<file path="src/rtl/automata_pkg.sv">
// Shared types and default widths for the cellular-automaton frame memory arbiter.
package automata_pkg;

    localparam int ADDR_W_DEF   = 16;
    localparam int DATA_W_DEF   = 20;
    localparam int MAX_WAIT_DEF = 8;

    typedef enum logic [1:0] {
        NONE,
        DISP,
        ENG
    } owner_t;

    typedef enum logic {
        RUN,
        WAIT_SWAP
    } eng_state_t;

endpackage

</file>
<file path="src/rtl/frame_bank_arbiter_starve_counter.sv">
// Saturating counter with clear; flags when the engine has waited MAX cycles.
module starve_counter #(
    parameter int MAX = 8
) (
    input  logic clk,
    input  logic reset,
    input  logic inc,
    input  logic clr,
    output logic at_max
);

    localparam int W = $clog2(MAX + 1);
    localparam logic [W-1:0] MAX_C = W'(MAX);

    logic [W-1:0] cnt_q, cnt_d;

    always_comb begin
        cnt_d = cnt_q;
        if (clr) begin
            cnt_d = '0;
        end else if (inc && (cnt_q != MAX_C)) begin
            cnt_d = cnt_q + 1'b1;
        end
    end

    always_ff @(posedge clk) begin
        if (reset) begin
            cnt_q <= '0;
        end else begin
            cnt_q <= cnt_d;
        end
    end

    assign at_max = (cnt_q == MAX_C);

endmodule

</file>
<file path="src/rtl/frame_bank_arbiter.sv">
// Frame RAM port arbiter between VGA scanout and the automaton engine, owning
// the front/back bank bit and swapping banks only at frame start.
module frame_bank_arbiter
    import automata_pkg::*;
#(
    parameter int ADDR_W   = ADDR_W_DEF,
    parameter int DATA_W   = DATA_W_DEF,
    parameter int MAX_WAIT = MAX_WAIT_DEF
) (
    input  logic              clk,
    input  logic              reset,
    input  logic              frame_start,
    input  logic              disp_req,
    input  logic [ADDR_W-2:0] disp_addr,
    output logic              disp_gnt,
    output logic              disp_rvalid,
    output logic [DATA_W-1:0] disp_rdata,
    input  logic              eng_req,
    input  logic              eng_we,
    input  logic [ADDR_W-2:0] eng_addr,
    input  logic [DATA_W-1:0] eng_wdata,
    output logic              eng_gnt,
    output logic              eng_rvalid,
    output logic [DATA_W-1:0] eng_rdata,
    input  logic              eng_gen_done,
    output logic              gen_ack,
    output logic              front_bank,
    output logic [ADDR_W-1:0] mem_address,
    output logic [DATA_W-1:0] mem_wdata,
    output logic              mem_we,
    input  logic [DATA_W-1:0] mem_q
);

    eng_state_t        state_q, state_d;
    logic              front_bank_q, front_bank_d;
    logic              gen_ack_q, gen_ack_d;
    owner_t            owner_q, owner_d;
    logic [ADDR_W-1:0] addr_q, addr_d;
    logic [DATA_W-1:0] wdata_q, wdata_d;
    logic              eng_elig;
    logic              wait_max;

    starve_counter #(
        .MAX (MAX_WAIT)
    ) u_starve (
        .clk    (clk),
        .reset  (reset),
        .inc    (eng_elig && !eng_gnt),
        .clr    (!eng_req || eng_gnt),
        .at_max (wait_max)
    );

    // Grants are gated by reset so nothing reaches the RAM while the block is held.
    always_comb begin
        eng_elig = eng_req && (state_q == RUN);
        eng_gnt  = !reset && eng_elig && (!disp_req || wait_max);
        disp_gnt = !reset && disp_req && !eng_gnt;
        mem_we   = eng_gnt && eng_we;

        addr_d  = addr_q;
        wdata_d = wdata_q;
        owner_d = NONE;
        if (disp_gnt) begin
            addr_d  = {front_bank_q, disp_addr};
            owner_d = DISP;
        end else if (eng_gnt) begin
            addr_d = {front_bank_q ^ eng_we, eng_addr};
            if (eng_we) begin
                wdata_d = eng_wdata;
            end else begin
                owner_d = ENG;
            end
        end

        mem_address = reset ? '0 : addr_d;
        mem_wdata   = reset ? '0 : wdata_d;
    end

    always_comb begin
        state_d      = state_q;
        front_bank_d = front_bank_q;
        gen_ack_d    = 1'b0;
        case (state_q)
            RUN: begin
                if (eng_gen_done) begin
                    state_d = WAIT_SWAP;
                end
            end
            WAIT_SWAP: begin
                if (frame_start) begin
                    state_d      = RUN;
                    front_bank_d = !front_bank_q;
                    gen_ack_d    = 1'b1;
                end
            end
            default: state_d = RUN;
        endcase
    end

    always_ff @(posedge clk) begin
        if (reset) begin
            state_q      <= RUN;
            front_bank_q <= 1'b0;
            gen_ack_q    <= 1'b0;
            owner_q      <= NONE;
            addr_q       <= '0;
            wdata_q      <= '0;
        end else begin
            state_q      <= state_d;
            front_bank_q <= front_bank_d;
            gen_ack_q    <= gen_ack_d;
            owner_q      <= owner_d;
            addr_q       <= addr_d;
            wdata_q      <= wdata_d;
        end
    end

    // Read data returns one cycle after grant; a reset in that cycle drops it.
    always_comb begin
        disp_rvalid = !reset && (owner_q == DISP);
        eng_rvalid  = !reset && (owner_q == ENG);
        disp_rdata  = disp_rvalid ? mem_q : '0;
        eng_rdata   = eng_rvalid ? mem_q : '0;
    end

    assign front_bank = front_bank_q;
    assign gen_ack    = gen_ack_q;

endmodule

</file>
<file path="config.mk">
export PLATFORM = sky130hd
export DESIGN_NAME = frame_bank_arbiter
export DESIGN_NICKNAME = d
export VERILOG_FILES = /design/src/rtl/automata_pkg.sv /design/src/rtl/frame_bank_arbiter_starve_counter.sv /design/src/rtl/frame_bank_arbiter.sv
export SDC_FILE = /design/constraint.sdc
export NUM_CORES = 1
export LEC_CHECK = 0
export ABC_AREA = 1
export BUFFER_PORTS_ARGS = -buffer_cell sky130_fd_sc_hd__buf_2
export CAP_MARGIN = 15
export CORE_MARGIN = 3
export CORE_UTILIZATION = 41
export DETAILED_ROUTE_END_ITERATION = 10
export PLACE_DENSITY = 0.81
export SYNTH_ARGS = -nofsm -noshare
export SYNTH_HDL_FRONTEND = slang
export SYNTH_SLANG_ARGS = --single-unit
</file>
<file path="constraint.sdc">
create_clock -name clk -period 2.1 [get_ports clk]
set_input_delay 0.315 -clock clk [delete_from_list [all_inputs] [get_ports clk]]
set_output_delay 0.315 -clock clk [all_outputs]
set_load 0.01 [all_outputs]
</file>
* Word-level counts from Yosys, hierarchy flattened
Cells that the tools add are included.
Storage, ports and cells: input port bits 77, word-level logic and storage cells 53, output and inout port bits 83, register bits 45
Operators by class: add/sub/neg operators 1, reductions and logical operators 21, mux-type cells 16, eq/ne operators 4, bitwise gates (word level) 3
Operators with widths (count):
- $mux 20 | 6
- $mux 16 | 3
- $logic_and 1x1->1 | 10
- $logic_not 1->1 | 5
- $mux 1 | 5
- $add 4x1->4 const B | 1
- $eq 4x4->1 const B | 1
- $ne 4x4->1 const B | 1
- $reduce_or 2->1 | 2
- $reduce_or 3->1 | 1
- $eq 2x1->1 const B | 1
- $eq 2x2->1 const B | 1
- $logic_or 1x1->1 | 2
- $mux 2 | 1
- $not 1->1 | 2
- $pmux 1 s2 | 1
- $reduce_and 2->1 | 1
- $xor 1x1->1 | 1

* Depth between registers and ports, before layout
Gate-level depths: netlist (run 1).
depth in word-level cells 8, gate-level depth with buffers 11

* Cells and area by module
A second synthesis (run 1) with hierarchy kept.
Unflattened totals: cell total of the unflattened synthesis 336, area total of the unflattened synthesis 2159.6 µm²
By module, submodules not included:
- frame_bank_arbiter | seq. area each 820.8 µm², area each 1935.6 µm², cells an instance 303, instances 1
- starve_counter | seq. area each 80.1 µm², area each 224.0 µm², cells an instance 33, instances 1

* Worst setup path after synthesis (run 1)
Ideal clock, no wire load.
path kind reg-to-output, start point register u_starve.cnt_q[0], end point output mem_wdata[10], arrival 1.424 ns, cell stages (with the launch flop) 10, required time 1.785 ns, slack 0.361 ns, cells stage by stage dfxtp_1 > inv_1 > ha_1 > nand3_1 > nand2_1 > nand2_4 > nor2_4 > buf_6 > o21ai_0 > nor2_1
Between the ends: cells in the longest elaborated chain, start to end 7
RTL lines:
- start: declaration | line frame_bank_arbiter_starve_counter.sv:15 | logic [W-1:0] cnt_q, cnt_d;
- start signal: assignment | line frame_bank_arbiter_starve_counter.sv:30 | cnt_q <= cnt_d;
- $eq 4x4->1 (*) | line frame_bank_arbiter_starve_counter.sv:34 | assign at_max = (cnt_q == MAX_C);
- $logic_or 1x1->1 (*) | line frame_bank_arbiter.sv:56 | eng_gnt = !reset && eng_elig && (!disp_req || wait_max);
- $logic_and 1x1->1 (*) | line frame_bank_arbiter.sv:56
- $logic_not 1->1 | line frame_bank_arbiter.sv:57 | disp_gnt = !reset && disp_req && !eng_gnt;
- $logic_and 1x1->1 | line frame_bank_arbiter.sv:57
- $mux 20 (*) | line frame_bank_arbiter.sv:63 | if (disp_gnt) begin
- $mux 20 (*)
- end: declaration | line frame_bank_arbiter.sv:29 | output logic [DATA_W-1:0] mem_wdata,
Every way passes the cells marked *; elsewhere a longest branch is shown, timed or not.

* Worst setup path in the final report (run 1)
start point register u_starve.cnt_q[0], end point output mem_wdata[15]
The elaborated chain is that of the path after synthesis.

==> key figures, run 1 <==
Run status
  • Status: finished, violations left
  • Failing checks: negative setup slack

Critical path
  • Worst path cell trace: inv_2, ha_4, nand3_2, nand2_2, nand2_4, nor2_4, buf_6, o21ai_1, nor2_1, buf_2
  • Worst EP arrival: 1830 ps
  • Worst Setup Start Kind: flip-flop
  • Critical path capture point type: output pin
  • Worst path required time: 1780 ps
  • Slowest cell on the critical path: dfxtp_2
  • Max incr delay on CP: 330 ps
  • Critical path class: flip-flop to output pin
  • Crit path max fanout: 7

Placed design
  • I/O Buffers: 159
  • Pre-CTS WS: 94.12 ps
  • Detailed placement HPWL: 5.214 mm
  • Routability cong.: 0.7929

Final layout
  • Footprint of the multi-input gates: 0.001134 mm²
  • # fillers: 455
  • Most frequent cells in the layout: 158 x buf_2, 93 x nor2_1, 46 x nand2_1
  • # diodes: 0
  • Fraction of layout cells with a size suffix above 1: 0.4678
  • Commonest non-fill, non-tap cell in the layout: buf_2
  • Area growth syn-to-layout: 59.60%
  • Nets@finish: 591
  • Post-layout util: 0.6814
  • Reg area: 903.4 µm²

STA
  • Fmax: 0.4657 GHz
  • Final Cycle Share: 1.023
  • Min Tclk post-route: 2147 ps
  • PnR worst setup slack: -47.42 ps
  • Max-Slew Margin vs Limit: 0.6297
  • Clock skew: 3.161 ps
  • Final hold vios: 0
  • Slew Viols, Final: 0
  • Final setup fails: 18
  • Hold_ws: 203.4 ps
  • Unrepaired setup endpoints after global routing: yes
  • Worst-Margin Slew: 554.9 ps

Clocking
  • Total CTS buffers: 5
  • Worst-skew pair later-pin latency: 300 ps
  • H-tree levels: 2
  • CTS tree: yes
  • Num Clock Sinks: 45
  • Clock Tree Root: clkbuf_8
  • Clk buf depth: 2
  • Worst-path clk slew: 80 ps

Global route
  • First-pass GRT wire length: 10.87 mm
  • GRT Resource Usage Total: 0.2154
  • Largest net degree at the start of global routing: 25
  • Number of global-route vias before repair: 2516
  • Initial antenna violation count: 0
  • Gr ovfl total: 0

Die
  • Core Region: 0.005172 mm²
  • Die H: 79.39 µm
  • I/O pins: 160
  • FP Rows: 26
  • Die width: 79.39 µm
  • Starting Density: 0.4269
  • Die area: 0.006303 mm²

Drt
  • Pre-antenna DRT Iters: 4
  • Routed vias: 2740
  • Final wirelength: 7.318 mm
  • Detailed Route Iter0 Violations: 57
  • Post-DRT Antenna Nets: 0
  • DR DRC count: 0
  • Mean routed wirelength per cell: 12.55 µm
  • Vias per inst: 4.700

Synth
  • Post-Synthesis Cells: 331
  • Synth Warn #: 0
  • Netlist cell types: 22
  • #FFs+latches synth: 45
  • Seq/Total Area, Yosys: 0.4079
  • Post-Syn Area: 0.002208 mm²
  • Post-Syn Area per Cell: 6.672 µm²
  • Post-Syn Nets: 410

Power and ir drop
  • Sw Ratio: 0.2609
  • Logic pwr share: 0.193
  • Switching power: 0.5143 mW
  • Pwr Density: 559.4 mW/mm²
  • Leak: 2.162 nW
  • Internal Power: 1.457 mW
  • VDD IR max: 0.0005713 V
  • Flop pwr share: 0.460
  • Clock power share: 0.347

Min path
  • Worst min path class: primary input to flip-flop

Run
  • Max cap viols: 0
[stage by stage]
stage	std cells	TNS [ps]	power (mW)	cell area [µm²]
after floorplan	331	0	1.099	2208
after global placement	553	0	1.248	3053
after detailed placement	553	0	1.254	3053
after CTS	576	-364.6	1.959	3346
after global routing	583	-3633	2.070	3525
final	583	-462.7	1.972	3525
[power groups by stage]
| stage | logic (mW) | clock network [mW] | registers (mW) |
|---|---|---|---|
| 2_1_floorplan | 0.177 | 0 | 0.922 |
| 4_1_cts | 0.353 | 0.700 | 0.906 |
| 5_1_grt | 0.422 | 0.737 | 0.911 |
| 3_3_place_gp | 0.325 | 0 | 0.924 |
| 3_5_place_dp | 0.329 | 0 | 0.925 |
| 6_report | 0.381 | 0.684 | 0.907 |
[layout make-up]
class,count,share of cell area
clock buffers,7,0.02449
flip-flops and latches,45,0.2563
repair buffers,191,0.3135
well taps,70,0.02485
clock inverters,1,0.008520
inverters,47,0.05076
multi-input cells,222,0.3216
[synth_stat cells]
cell type / n / area (µm²)
xnor2_1: 1 / 8.760
dfxtp_1: 45 / 900.9
nand2_2: 1 / 6.260
o21ai_1: 1 / 5.000
buf_6: 6 / 67.56
clkbuf_1: 7 / 26.28
nand3_1: 21 / 105.1
nand2_1: 51 / 191.4
inv_1: 44 / 165.2
nor2_1: 104 / 390.4
inv_2: 3 / 11.26
nand2_4: 1 / 11.26
a21oi_1: 5 / 25.02
buf_2: 4 / 20.02
nor3_4: 1 / 16.27
o21ai_0: 20 / 100.1
xor2_1: 1 / 8.760
nor2_4: 1 / 11.26
ha_1: 2 / 25.02
o211ai_1: 1 / 7.510
nor3_1: 1 / 5.000
o211a_1: 10 / 100.1
[state kept, by name (all words and copies together) (netlist names)]
signal and flops:
state_q 1, gen_ack 1, wdata_q 20, u_starve.cnt_q 4
owner_q 2, addr_q 16, front_bank 1
[critical path: cells and delay by family, from the launching register on]
family / cells / cell delay, ps
buffers and inverters: 3 / 410
flip-flops: 1 / 330
AND/OR/NAND/NOR: 5 / 580
adder cells (fa/ha/maj): 1 / 130
AO/OA/AOI/OAI: 1 / 70
[path summary, 6_finish.rpt]
check                     from            end  slack (ps)  depth (start not counted)
max          u_starve.cnt_q[0]  mem_wdata[15]         -50                         10
min                frame_start        state_q         200                          2
max reg2reg  u_starve.cnt_q[0]    wdata_q[10]         280                         12
min reg2reg         wdata_q[6]     wdata_q[6]         520                          2
[metal layers]
layer | vias to the layer above | share of wire | global-route usage
met3 | 12 | 0.097 | 0.07223
met4 | 0 | 0.014 | 0.06529
met1 | 1240 | 0.38 | 0.2209
met5 | - | 0 | 0
li1 | 1372 | - | -
met2 | 116 | 0.51 | 0.4091
[cell families (layout without fill, tap and decap cells)]
logic type,count (synthesis),after routing,synth area share
and+or+nand+nor,181,181,0.3337
AOI/OAI and AO/OA,37,37,0.1076
adders and majority gates,2,2,0.01133
xor gates and xnor gates,2,2,0.007933
DFF,45,45,0.4079
buffers and inverters,64,246,0.1314
[timing repair]
| item | CTS | global route |
|---|---|---|
| setup endpoints to repair | 36 | 36 |
| cloned | 1 | 3 |
| resized for setup | 30 | 33 |
| buffers inserted | 14 | 5 |
| hold buffers | 0 | 0 |
| pin swaps | 13 | 26 |
(Power assumes the default switching activity.)
==> run 2, diff against run 1 <==
CELL_PAD_IN_SITES_DETAIL_PLACEMENT = 0   (was not set)
CELL_PAD_IN_SITES_GLOBAL_PLACEMENT = 2   (was not set)
CORE_UTILIZATION = 19   (was 41)
PLACE_DENSITY = not set   (was 0.81)
PLACE_DENSITY_LB_ADDON = 0.1   (was not set)
==> run 2 against run 1 <==
  * The flow now finishes without violations
  * Sequential share of layout area is 0.48 points lower
  * Largest power group is now the clock network
  * Hold slack better by 21 ps
  * Highest routed layer unchanged
  * Clock power is 37% higher
==> key figures, run 2 (synthesis results as in run 1) <==
Clocking
  • Worst-path clk slew: 70 ps (about the same)
  • Clk buf depth: 2 (unchanged)
  • Num Clock Sinks: 45 (unchanged)
  • Hold_buf cts: 0 (unchanged)
  • Worst-skew pair later-pin latency: 290 ps (about the same)
  • H-tree levels: 2 (unchanged)
  • Clock Tree Root: clkbuf_16
  • CTS tree: yes
  • Total CTS buffers: 5 (unchanged)

Drt
  • Final wirelength: 8.151 mm (+11%)
  • Routed vias: 2574 (-6.1%)
  • Post-DRT Antenna Nets: 0 (unchanged)
  • Detailed Route Iter0 Violations: 62 (+8.8%)
  • Mean routed wirelength per cell: 12.62 µm (+0.52%)
  • Pre-antenna DRT Iters: 4 (unchanged)
  • Vias per inst: 3.985 (-15%)
  • DR DRC count: 0 (unchanged)

Placed design
  • Detailed placement HPWL: 6.067 mm (+16%)
  • I/O Buffers: 159 (unchanged)
  • Routability cong.: 0.7369 (-7.1%)

Die
  • I/O pins: 160 (unchanged)
  • Die width: 113.8 µm (+43%)
  • Die H: 113.8 µm (+43%)
  • Core Region: 0.01108 mm² (+110%)
  • FP Rows: 38 (+46%)
  • Starting Density: 0.1993 (-0.2276)
  • Die area: 0.01295 mm² (+110%)

Critical path
  • R2r worst-path depth: 10 (-2)
  • Slowest cell on the critical path: dfxtp_2
  • Worst EP arrival: 1780 ps (-50 ps)
  • CP startpoint: u_starve.cnt_q[0]
  • CP Capture Point: mem_wdata[1]
  • Critical path class: flip-flop to output pin
  • Max incr delay on CP: 320 ps (about the same)
  • Worst path cell trace: inv_2, ha_4, nand3_4, nand2_4, nand2_8, nor2_4, buf_6, o21ai_2, nor2_1, buf_2
  • RR Startpoint: u_starve.cnt_q[0]
  • FF-to-FF End: wdata_q[6]
  • Worst reg2reg setup slack: 540 ps (+260 ps)
  • Worst path required time: 1780 ps (about the same)
  • Worst Setup Start Kind: flip-flop
  • Crit path max fanout: 6 (-1)
  • Critical path capture point type: output pin

Final layout
  • Most frequent cells in the layout: 158 x buf_2, 94 x nor2_1, 50 x nand2_1
  • Max reg flops: 20 (unchanged)
  • Biggest register: wdata_q
  • Top flop regs: wdata_q x20, addr_q x16, u_starve.cnt_q x4
  • # fillers: 1239 (+170%)
  • Post-layout util: 0.3243 (-0.3572)
  • Area growth syn-to-layout: 62.66%
  • Fraction of layout cells with a size suffix above 1: 0.4644 (-0.003409)
  • Nets@finish: 584 (-1.2%)
  • Commonest non-fill, non-tap cell in the layout: buf_2
  • # diodes: 0 (unchanged)

STA
  • Min Tclk post-route: 2099 ps (-48.46 ps)
  • Fmax: 0.4764 GHz (+2.3%)
  • Max-Slew Margin vs Limit: 0.7041 (+0.07439)
  • Slew Viols, Final: 0 (unchanged)
  • Unrepaired setup endpoints after global routing: yes
  • Final Cycle Share: 0.9995 (-0.02307)
  • Final setup fails: 0 (-18)
  • Worst-Margin Slew: 442.0 ps (-112.9 ps)
  • Clock skew: 9.908 ps (+6.747 ps)
  • Final hold vios: 0 (unchanged)

Global route
  • Initial antenna violation count: 0 (unchanged)
  • Gr ovfl total: 0 (unchanged)
  • Largest net degree at the start of global routing: 23 (-8.0%)
  • Number of global-route vias before repair: 2521 (+0.20%)
  • GRT Resource Usage Total: 0.1214 (-0.09398)
  • First-pass GRT wire length: 12.90 mm (+19%)

Run
  • Max cap viols: 0 (unchanged)

Min path
  • Worst min path class: primary input to flip-flop

Power and ir drop
  • Clock power share: 0.424 (+0.077)
  • Logic pwr share: 0.165 (-0.028)
  • Sw Ratio: 0.2619 (+0.001082)
  • VDD IR max: 0.0002740 V (-52%)
  • Switching power: 0.5780 mW (+12%)
  • Flop pwr share: 0.411 (-0.049)
  • Pwr Density: 614.3 mW/mm² (+9.8%)
  • Total chip power: 2.207 mW (+12%)
  • Internal Power: 1.629 mW (+12%)
  • Leak: 2.119 nW (-2.0%)

Run status
  • Status: completed
-- run 2: cell types whose count changed in the layout (fill, tap and decap cells not counted), sizes merged --
| cell | change |
|---|---|
| buf | -5 |
| clkbuf | -4 |
| clkinv | +1 |
| inv | +1 |
-- run 2: timing repair --
| action | in CTS | in global routing |
|---|---|---|
| gates resized for setup | 33 | 34 |
| cloned | 1 | 0 |
| pin swaps | 15 | 23 |
| setup endpoints to repair | 37 | 34 |
| setup buffers | 9 | 3 |
-- run 2: worst min-delay path by stage --
| stage | from | end | slack [ps] | depth (start not counted) |
|---|---|---|---|---|
| 2_1_floorplan | eng_we | owner_q[1] | 390 | 1 |
| 3_3_place_gp | u_starve.cnt_q[0] | u_starve.cnt_q[0] | 490 | 2 |
| 3_5_place_dp | u_starve.cnt_q[3] | u_starve.cnt_q[3] | 490 | 2 |
| 4_1_cts | frame_start | state_q | 220 | 2 |
| 5_1_grt | frame_start | state_q | 230 | 2 |
| 6_report | frame_start | state_q | 220 | 2 |
-- run 2: worst max-delay path, delay by kind of cell (launching register included) --
family	cells	cell delay [ps]
compound gates	1	50
fa+ha+maj	1	140
buf+inv	3	410
simple gates	5	590
flops	1	320
-- run 2: per-layer routing --
metal / vias to the layer above / track usage / part of all wire
li1: 1354 / - / -
met1: 1128 / 0.1498 / 0.43
met5: - / 0 / 0
met3: 7 / 0.03554 / 0.079
met4: 0 / 0.02296 / 0.0092
met2: 85 / 0.2116 / 0.48
-- run 2: layout make-up --
cell class                 instances  area (µm²)  area share
clock buffer                       5       125.1     0.03483
multi-input combinational        222        1155      0.3215
sequential                        45       903.4      0.2515
timing repair buffer             184        1005      0.2797
inverter                          47       178.9     0.04981
clock inverter                     3       50.05     0.01393
tap                              140       175.2     0.04876
-- run 2: power groups by stage --
stage | Combinational [mW] | Sequential, mW | Clock, mW
global route | 0.412 | 0.911 | 1.01
global placement | 0.344 | 0.924 | 0
floorplan | 0.177 | 0.922 | 0
detailed placement | 0.341 | 0.924 | 0
CTS | 0.361 | 0.905 | 0.977
finish | 0.365 | 0.907 | 0.935
-- run 2: metrics by stage --
| step | hold slack (ps) | instances | TNS, ps | instance area, µm² | setup WS (ps) |
|---|---|---|---|---|---|
| after floorplan | 387.4 | 331 | 0 | 2208 | 361.3 |
| after global placement | 488.8 | 626 | 0 | 3163 | 87.87 |
| after detailed placement | 492.5 | 626 | 0 | 3163 | 66.57 |
| after CTS | 215.1 | 644 | -888.8 | 3483 | -63.66 |
| after global routing | 233.9 | 646 | -2327 | 3592 | -121.3 |
| final | 224.6 | 646 | 0 | 3592 | 1.036 |
